--- src/rtl/rename_alloc_pkg.sv ---
// Shared widths, depths and types for the register-rename allocator.
// Free-list depth is the physical registers left over once every architectural register is mapped.
package rename_alloc_pkg;
    localparam int ARCH_WIDTH      = 5;
    localparam int PREG_WIDTH      = 6;
    localparam int FREE_LIST_WIDTH = 4;
    localparam int NUM_ARCH        = 1 << ARCH_WIDTH;
    localparam int AL_DEPTH        = 1 << FREE_LIST_WIDTH;
    localparam int FL_DEPTH        = (1 << PREG_WIDTH) - NUM_ARCH;
    localparam int AL_CNT_WIDTH    = FREE_LIST_WIDTH + 1;

    typedef logic [ARCH_WIDTH-1:0]      arch_t;
    typedef logic [PREG_WIDTH-1:0]      preg_t;
    typedef logic [FREE_LIST_WIDTH-1:0] al_idx_t;
    typedef logic [AL_CNT_WIDTH-1:0]    al_cnt_t;

    typedef struct packed {
        arch_t arch;
        preg_t new_phys;
        preg_t old_phys;
    } al_entry_t;

    typedef enum logic {
        ST_IDLE    = 1'b0,
        ST_RECOVER = 1'b1
    } state_t;
endpackage

--- src/rtl/rename_alloc_if.sv ---
// Decode/commit/flush bundle for the rename allocator.
// The slave modport is the allocator side; master is the decode/commit side.
interface rename_alloc_if;
    import rename_alloc_pkg::*;

    arch_t   rs_arch;
    arch_t   rt_arch;
    preg_t   rs_phys;
    preg_t   rt_phys;
    logic    alloc_req;
    arch_t   alloc_arch;
    logic    alloc_grant;
    preg_t   alloc_phys;
    preg_t   alloc_old_phys;
    al_idx_t alloc_index;
    logic    commit_valid;
    logic    flush_valid;
    al_idx_t flush_tail;
    logic    busy;
    preg_t   fl_count;

    modport master (
        output rs_arch, rt_arch, alloc_req, alloc_arch, commit_valid, flush_valid, flush_tail,
        input  rs_phys, rt_phys, alloc_grant, alloc_phys, alloc_old_phys, alloc_index, busy, fl_count
    );

    modport slave (
        input  rs_arch, rt_arch, alloc_req, alloc_arch, commit_valid, flush_valid, flush_tail,
        output rs_phys, rt_phys, alloc_grant, alloc_phys, alloc_old_phys, alloc_index, busy, fl_count
    );
endinterface

--- src/rtl/rename_alloc_free_fifo.sv ---
// Circular free list: pop at the front, push at the back, and push at the front (head rewind).
// Resets full, holding BASE..BASE+DEPTH-1 with BASE at the head.
module rename_alloc_free_fifo
    import rename_alloc_pkg::*;
#(
    parameter int DEPTH = FL_DEPTH,
    parameter int BASE  = NUM_ARCH,
    parameter int DW    = PREG_WIDTH
) (
    input  logic          clk,
    input  logic          rst,
    input  logic          i_pop,
    input  logic          i_push_back,
    input  logic [DW-1:0] i_back_data,
    input  logic          i_push_front,
    input  logic [DW-1:0] i_front_data,
    output logic [DW-1:0] o_front,
    output logic [DW-1:0] o_count
);
    localparam int IW = $clog2(DEPTH);

    logic [DW-1:0] r_mem [DEPTH];
    logic [IW-1:0] r_head;
    logic [IW-1:0] r_tail;
    logic [DW-1:0] r_count;
    logic [IW-1:0] w_head_dec;

    assign w_head_dec = r_head - 1'b1;
    assign o_front    = r_mem[r_head];
    assign o_count    = r_count;

    // Pop and push-front never coincide (allocation only happens outside rollback).
    always_ff @(posedge clk or posedge rst) begin
        if (rst) begin
            r_head  <= '0;
            r_tail  <= '0;
            r_count <= DW'(DEPTH);
            for (int i = 0; i < DEPTH; i++) begin
                r_mem[i] <= DW'(BASE + i);
            end
        end else begin
            if (i_push_back) begin
                r_mem[r_tail] <= i_back_data;
                r_tail        <= r_tail + 1'b1;
            end
            if (i_push_front) begin
                r_mem[w_head_dec] <= i_front_data;
                r_head            <= w_head_dec;
            end else if (i_pop) begin
                r_head <= r_head + 1'b1;
            end
            r_count <= r_count + DW'(i_push_back) + DW'(i_push_front) - DW'(i_pop);
        end
    end

    a_count_bound: assert property (@(posedge clk) disable iff (rst) r_count <= DW'(DEPTH));
endmodule

--- src/rtl/rename_alloc.sv ---
// Rename allocator: arch->phys map, active list and free list, with one-entry-per-cycle
// rollback of the active list on flush to restore the map and free-list order.
module rename_alloc
    import rename_alloc_pkg::*;
(
    input  logic          clk,
    input  logic          rst,
    rename_alloc_if.slave bus
);
    state_t        r_state;
    state_t        w_state_next;
    preg_t         r_map [NUM_ARCH];
    al_entry_t     r_al  [AL_DEPTH];
    al_idx_t       r_al_head;
    al_idx_t       r_al_tail;
    al_idx_t       r_target;
    al_idx_t       w_target_next;
    al_cnt_t       r_al_count;
    al_idx_t       w_tail_dec;
    al_entry_t     w_rec_entry;
    preg_t         w_fl_front;
    preg_t         w_fl_count;
    preg_t         w_map_data;
    logic [NUM_ARCH-1:0] w_map_we;
    logic          w_arch_nz;
    logic          w_grant;
    logic          w_alloc_do;
    logic          w_commit;
    logic          w_rec_step;

    assign w_tail_dec  = r_al_tail - 1'b1;
    assign w_rec_entry = r_al[w_tail_dec];
    assign w_arch_nz   = (bus.alloc_arch != '0);

    // Grant looks only at pre-edge occupancy; a same-cycle commit cannot make room.
    assign w_grant    = bus.alloc_req && !bus.flush_valid && (r_state == ST_IDLE)
                        && (w_fl_count != '0) && (r_al_count != al_cnt_t'(AL_DEPTH));
    assign w_alloc_do = w_grant && w_arch_nz;
    assign w_commit   = bus.commit_valid && (r_al_count != '0);

    assign bus.rs_phys        = r_map[bus.rs_arch];
    assign bus.rt_phys        = r_map[bus.rt_arch];
    assign bus.alloc_grant    = w_grant;
    assign bus.alloc_phys     = w_arch_nz ? w_fl_front : '0;
    assign bus.alloc_old_phys = w_arch_nz ? r_map[bus.alloc_arch] : '0;
    assign bus.alloc_index    = r_al_tail;
    assign bus.busy           = (r_state == ST_RECOVER);
    assign bus.fl_count       = w_fl_count;

    always_comb begin
        w_state_next  = r_state;
        w_target_next = r_target;
        w_rec_step    = 1'b0;
        case (r_state)
            ST_IDLE: begin
                if (bus.flush_valid && (bus.flush_tail != r_al_tail)) begin
                    w_state_next  = ST_RECOVER;
                    w_target_next = bus.flush_tail;
                end
            end
            ST_RECOVER: begin
                if (bus.flush_valid) begin
                    w_target_next = bus.flush_tail;
                end
                w_rec_step = (w_target_next != r_al_tail);
                if (!w_rec_step || (w_tail_dec == w_target_next)) begin
                    w_state_next = ST_IDLE;
                end
            end
            default: w_state_next = ST_IDLE;
        endcase
    end

    // Allocation and rollback are mutually exclusive, so one write port per map entry suffices.
    assign w_map_data = w_rec_step ? w_rec_entry.old_phys : w_fl_front;
    for (genvar gi = 0; gi < NUM_ARCH; gi++) begin : g_map_we
        assign w_map_we[gi] = (w_alloc_do && (bus.alloc_arch == arch_t'(gi)))
                           || (w_rec_step && (w_rec_entry.arch == arch_t'(gi)));
    end

    always_ff @(posedge clk or posedge rst) begin
        if (rst) begin
            r_state    <= ST_IDLE;
            r_target   <= '0;
            r_al_head  <= '0;
            r_al_tail  <= '0;
            r_al_count <= '0;
            for (int i = 0; i < NUM_ARCH; i++) begin
                r_map[i] <= preg_t'(i);
            end
        end else begin
            r_state  <= w_state_next;
            r_target <= w_target_next;
            for (int i = 0; i < NUM_ARCH; i++) begin
                if (w_map_we[i]) begin
                    r_map[i] <= w_map_data;
                end
            end
            if (w_alloc_do) begin
                r_al_tail <= r_al_tail + 1'b1;
            end else if (w_rec_step) begin
                r_al_tail <= w_tail_dec;
            end
            if (w_commit) begin
                r_al_head <= r_al_head + 1'b1;
            end
            r_al_count <= r_al_count + al_cnt_t'(w_alloc_do) - al_cnt_t'(w_commit)
                          - al_cnt_t'(w_rec_step);
        end
    end

    always_ff @(posedge clk) begin
        if (w_alloc_do) begin
            r_al[r_al_tail] <= '{arch: bus.alloc_arch, new_phys: w_fl_front,
                                 old_phys: r_map[bus.alloc_arch]};
        end
    end

    rename_alloc_free_fifo #(
        .DEPTH (FL_DEPTH),
        .BASE  (NUM_ARCH),
        .DW    (PREG_WIDTH)
    ) u_free_fifo (
        .clk          (clk),
        .rst          (rst),
        .i_pop        (w_alloc_do),
        .i_push_back  (w_commit),
        .i_back_data  (r_al[r_al_head].old_phys),
        .i_push_front (w_rec_step),
        .i_front_data (w_rec_entry.new_phys),
        .o_front      (w_fl_front),
        .o_count      (w_fl_count)
    );
endmodule

--- src/flat_wrapper.sv ---
// flat-port wrapper written by rule: the top's interface ports become plain ports
module rename_alloc_flat import rename_alloc_pkg::*;
  (clk, rst, bus_rs_arch, bus_rt_arch, bus_alloc_req, bus_alloc_arch, bus_commit_valid, bus_flush_valid, bus_flush_tail, bus_rs_phys, bus_rt_phys, bus_alloc_grant, bus_alloc_phys, bus_alloc_old_phys, bus_alloc_index, bus_busy, bus_fl_count);
  rename_alloc_if bus_i ();
  input  logic clk;
  input  logic rst;
  input wire logic [$bits(bus_i.rs_arch)-1:0] bus_rs_arch;
  input wire logic [$bits(bus_i.rt_arch)-1:0] bus_rt_arch;
  input wire logic [$bits(bus_i.alloc_req)-1:0] bus_alloc_req;
  input wire logic [$bits(bus_i.alloc_arch)-1:0] bus_alloc_arch;
  input wire logic [$bits(bus_i.commit_valid)-1:0] bus_commit_valid;
  input wire logic [$bits(bus_i.flush_valid)-1:0] bus_flush_valid;
  input wire logic [$bits(bus_i.flush_tail)-1:0] bus_flush_tail;
  output wire logic [$bits(bus_i.rs_phys)-1:0] bus_rs_phys;
  output wire logic [$bits(bus_i.rt_phys)-1:0] bus_rt_phys;
  output wire logic [$bits(bus_i.alloc_grant)-1:0] bus_alloc_grant;
  output wire logic [$bits(bus_i.alloc_phys)-1:0] bus_alloc_phys;
  output wire logic [$bits(bus_i.alloc_old_phys)-1:0] bus_alloc_old_phys;
  output wire logic [$bits(bus_i.alloc_index)-1:0] bus_alloc_index;
  output wire logic [$bits(bus_i.busy)-1:0] bus_busy;
  output wire logic [$bits(bus_i.fl_count)-1:0] bus_fl_count;
  assign bus_i.rs_arch = bus_rs_arch;
  assign bus_i.rt_arch = bus_rt_arch;
  assign bus_i.alloc_req = bus_alloc_req;
  assign bus_i.alloc_arch = bus_alloc_arch;
  assign bus_i.commit_valid = bus_commit_valid;
  assign bus_i.flush_valid = bus_flush_valid;
  assign bus_i.flush_tail = bus_flush_tail;
  assign bus_rs_phys = bus_i.rs_phys;
  assign bus_rt_phys = bus_i.rt_phys;
  assign bus_alloc_grant = bus_i.alloc_grant;
  assign bus_alloc_phys = bus_i.alloc_phys;
  assign bus_alloc_old_phys = bus_i.alloc_old_phys;
  assign bus_alloc_index = bus_i.alloc_index;
  assign bus_busy = bus_i.busy;
  assign bus_fl_count = bus_i.fl_count;
  rename_alloc u_core (.clk(clk), .rst(rst), .bus(bus_i));
endmodule
--- config.mk ---
export PLATFORM = sky130hd
export DESIGN_NAME = rename_alloc_flat
export DESIGN_NICKNAME = d
export VERILOG_FILES = /design/src/rtl/rename_alloc_pkg.sv /design/src/rtl/rename_alloc_if.sv /design/src/rtl/rename_alloc_free_fifo.sv /design/src/rtl/rename_alloc.sv /design/src/flat_wrapper.sv
export SDC_FILE = /design/constraint.sdc
export NUM_CORES = 2
export LEC_CHECK = 0
export CAP_MARGIN = 40
export CORE_MARGIN = 10
export CORE_UTILIZATION = 48
export CTS_BUF_LIST = sky130_fd_sc_hd__clkbuf_8
export CTS_CLUSTER_DIAMETER = 200
export DETAILED_ROUTE_END_ITERATION = 8
export DONT_BUFFER_PORTS = 1
export PLACE_DENSITY = 0.59
export SYNTH_ARGS = -nofsm -noshare
export SYNTH_HDL_FRONTEND = slang
export SYNTH_SLANG_ARGS = --single-unit
--- constraint.sdc ---
create_clock -name clk -period 23 [get_ports clk]
set_input_delay 4.6 -clock clk [delete_from_list [all_inputs] [get_ports clk]]
set_output_delay 4.6 -clock clk [all_outputs]
set_load 0.05 [all_outputs]
==> results.json <==
{
  "num_io_pins": 60,
  "post_cts_resized": 0,
  "synth-seq-cells": 690,
  "antenna_found_initial": 5,
  "setup-violations-final": 0,
  "synth_cell_types": 64,
  "setup.worst_path.end_class": "primary output",
  "fmax_mhz": 89.1,
  "wirelength_microns": 102000,
  "fin_util": 0.534,
  "cts_buffer_depth": 3,
  "grt_max_degree": 148,
  "mostFrequentLayoutCells": "mux2i_1, mux4_2, edfxtp_1, dfrtp_1, dfstp_2",
  "synth-edff-count": 272,
  "gp_congestion": 0.839,
  "track_usage": 0.230,
  "tns_ps": 0,
  "finalCritPeriodShare": 0.488,
  "cp-start-kind": "input pin",
  "setup.worst_path.class": "input pin to primary output",
  "hp-class": "flip-flop to flip-flop",
  "yosysWarnings": 0,
  "htreeDepth": 3,
  "die_y_microns": 297,
  "cts_buffers": 117,
  "antenna_left": 0,
  "post_cts_buffers": 0,
  "die_area_sq_mm": 0.0884,
  "maxSlewViolCount": 0,
  "syn_area_sq_mm": 0.0369,
  "grt_pass1_wl_microns": 154000,
  "yosysTopAreaCell": "edfxtp_1",
  "design_area_sq_mm": 0.0406,
  "async_flop_share": 0.606,
  "rsz0062_at_grt": "false",
  "yosys-top-cells-area": "edfxtp_1, mux4_2, dfrtp_1",
  "area_growth_pct": 10.1,
  "netlist.area_leader.share": 0.221,
  "p_leak_uw": 0.0176,
  "port-buffer-count": 0,
  "p_per_area_mw_per_mm2": 164,
  "worstPathRequired_ps": 18400,
  "worstSkewPairLatency_ps": 750,
  "crit_path_max_fanout": 73,
  "cts_root_buffer": "clkbuf_8",
  "hold_viol": 0,
  "nets": 2393,
  "vias": 21900,
  "synth_seq_area_share": 0.511,
  "arrival_ps": 6630,
  "fin_cells": 3468,
  "drtIter0Drc": 1456,
  "ctsHoldBuffers": 0,
  "core_sq_mm": 0.0761,
  "status": "completed",
  "layout_commonest_cell": "mux2i_1",
  "path_clk_slew_ps": 60,
  "worst_pin_slew_ps": 957,
  "finalCriticalPeriod_ps": 11230,
  "rows": 101,
  "placed_cells": 3247,
  "overflow": 0,
  "slew_headroom": 0.362,
  "drc_errors": 0,
  "die_w_microns": 297,
  "clock_sinks": 690,
  "clock_skew_ps": 50.3,
  "routedWlPerCell_microns": 29.5,
  "first_global_vias": 23200,
  "initial_core_util": 0.485,
  "synth_top_flop_cell": "edfxtp_1",
  "vias_per_cell": 6.30,
  "dp_hpwl_microns": 62700,
  "cts_tree": "built",
  "drive_gt1_frac": 0.372,
  "ir_drop_uv": 135,
  "firstDrtPassIters": 6,
  "synth.avg_cell_area_sq_um": 15.9,
  "place_area_sq_mm": 0.0382,
  "synthCells": 2323,
  "cap_viol_max_count": 0,
  "whs_ps": 479,
  "syn_nets": 2379
}
-- stage by stage --
stage / power (uW) / worst slack [ps]
after floorplan: 4430 / 7080
after global placement: 5420 / 11780
after detailed placement: 5550 / 11780
after CTS: 6680 / 11770
after global routing: 7000 / 11750
final: 6660 / 11770
-- per-layer routing --
| metal | up-vias | part of all wire | wire [microns] | GRT usage |
|---|---|---|---|---|
| met1 | 11700 | 0.41 | 41700 | 0.297 |
| met4 | 0 | 0.039 | 3990 | 0.0846 |
| met3 | 239 | 0.068 | 6950 | 0.0502 |
| met2 | 758 | 0.49 | 49800 | 0.376 |
| li1 | 9172 | - | - | - |
| met5 | - | 0 | 0 | 0 |
-- final timing paths --
path	slack [ps]	depth (start not counted)	endpoint	from
worst max-delay path	11770	5	bus_alloc_old_phys[2]	bus_alloc_arch[0]
worst min-delay path	480	2	u_core.r_al_head[1]	u_core.r_al_head[1]
worst max register to register	17920	10	u_core.r_map[91]	u_core.bus.alloc_index[1]
worst min register to register	480	2	u_core.r_al_head[1]	u_core.r_al_head[1]
max in group asynchronous	16940	3	u_core.bus.alloc_index[0]	rst
min in group asynchronous	3810	1	u_core.r_map[42]	rst
-- cells by family after synthesis --
group	share of synthesized area
flip-flops	0.511
buffers and inverters	0.0239
multiplexers	0.384
AND/OR/NAND/NOR	0.0360
AO/OA/AOI/OAI	0.0237
XOR/XNOR	0.00980
adder cells (fa/ha/maj)	0.0117
-- critical path: stages --
cell	delay, ps
mux4_2	510
mux4_2	540
mux2_2	440
nor2b_1	250
buf_4	220
-- cell type report --
cell class | instances | area (sq um)
Antenna cell | 1 | 2.50
Clock buffer | 138 | 1900
Clock inverter | 81 | 468
Fill cell | 6215 | 35500
Inverter | 36 | 143
Multi-Input combinational cell | 1421 | 17300
Sequential cell | 690 | 18900
Tap cell | 1030 | 1290
Timing Repair Buffer | 71 | 607
-- Yosys cell counts (all sizes together), types with 5 or more instances --
library cell	count
ha	28
nand2	78
nand3b	9
inv	35
nor2	61
edfxtp	272
mux4	309
o21ai	18
nand3	33
buf	58
nand4	15
a2bb2oi	6
nor3	12
and2	8
dfstp	193
a22oi	13
nor4	5
a22o	6
dfrtp	225
clkbuf	118
mux2	241
mux2i	438
nor3b	6
o41ai	6
xor2	8
nand2b	7
a21oi	31
o22ai	21
nor2b	8
xnor2	29
-- state kept, by name (all words and copies together) (netlist names) --
name / cells
u_core.r_al: 272
u_core.r_map: 192
u_core.u_free_fifo.r_mem: 192
u_core.u_free_fifo.o_count: 6
u_core.r_al_count: 5
u_core.u_free_fifo.r_head: 5
u_core.u_free_fifo.r_tail: 5
u_core.bus.alloc_index: 4
u_core.r_al_head: 4
u_core.r_target: 4
u_core.bus.busy: 1
-- power breakdown --
group	switching [uW]	internal (uW)	leakage [uW]
Combinational	2060	1330	0.00891
Sequential	321	1840	0.00730
Clock	525	582	0.00139
No activity file was read; power rests on OpenSTA's default activity.
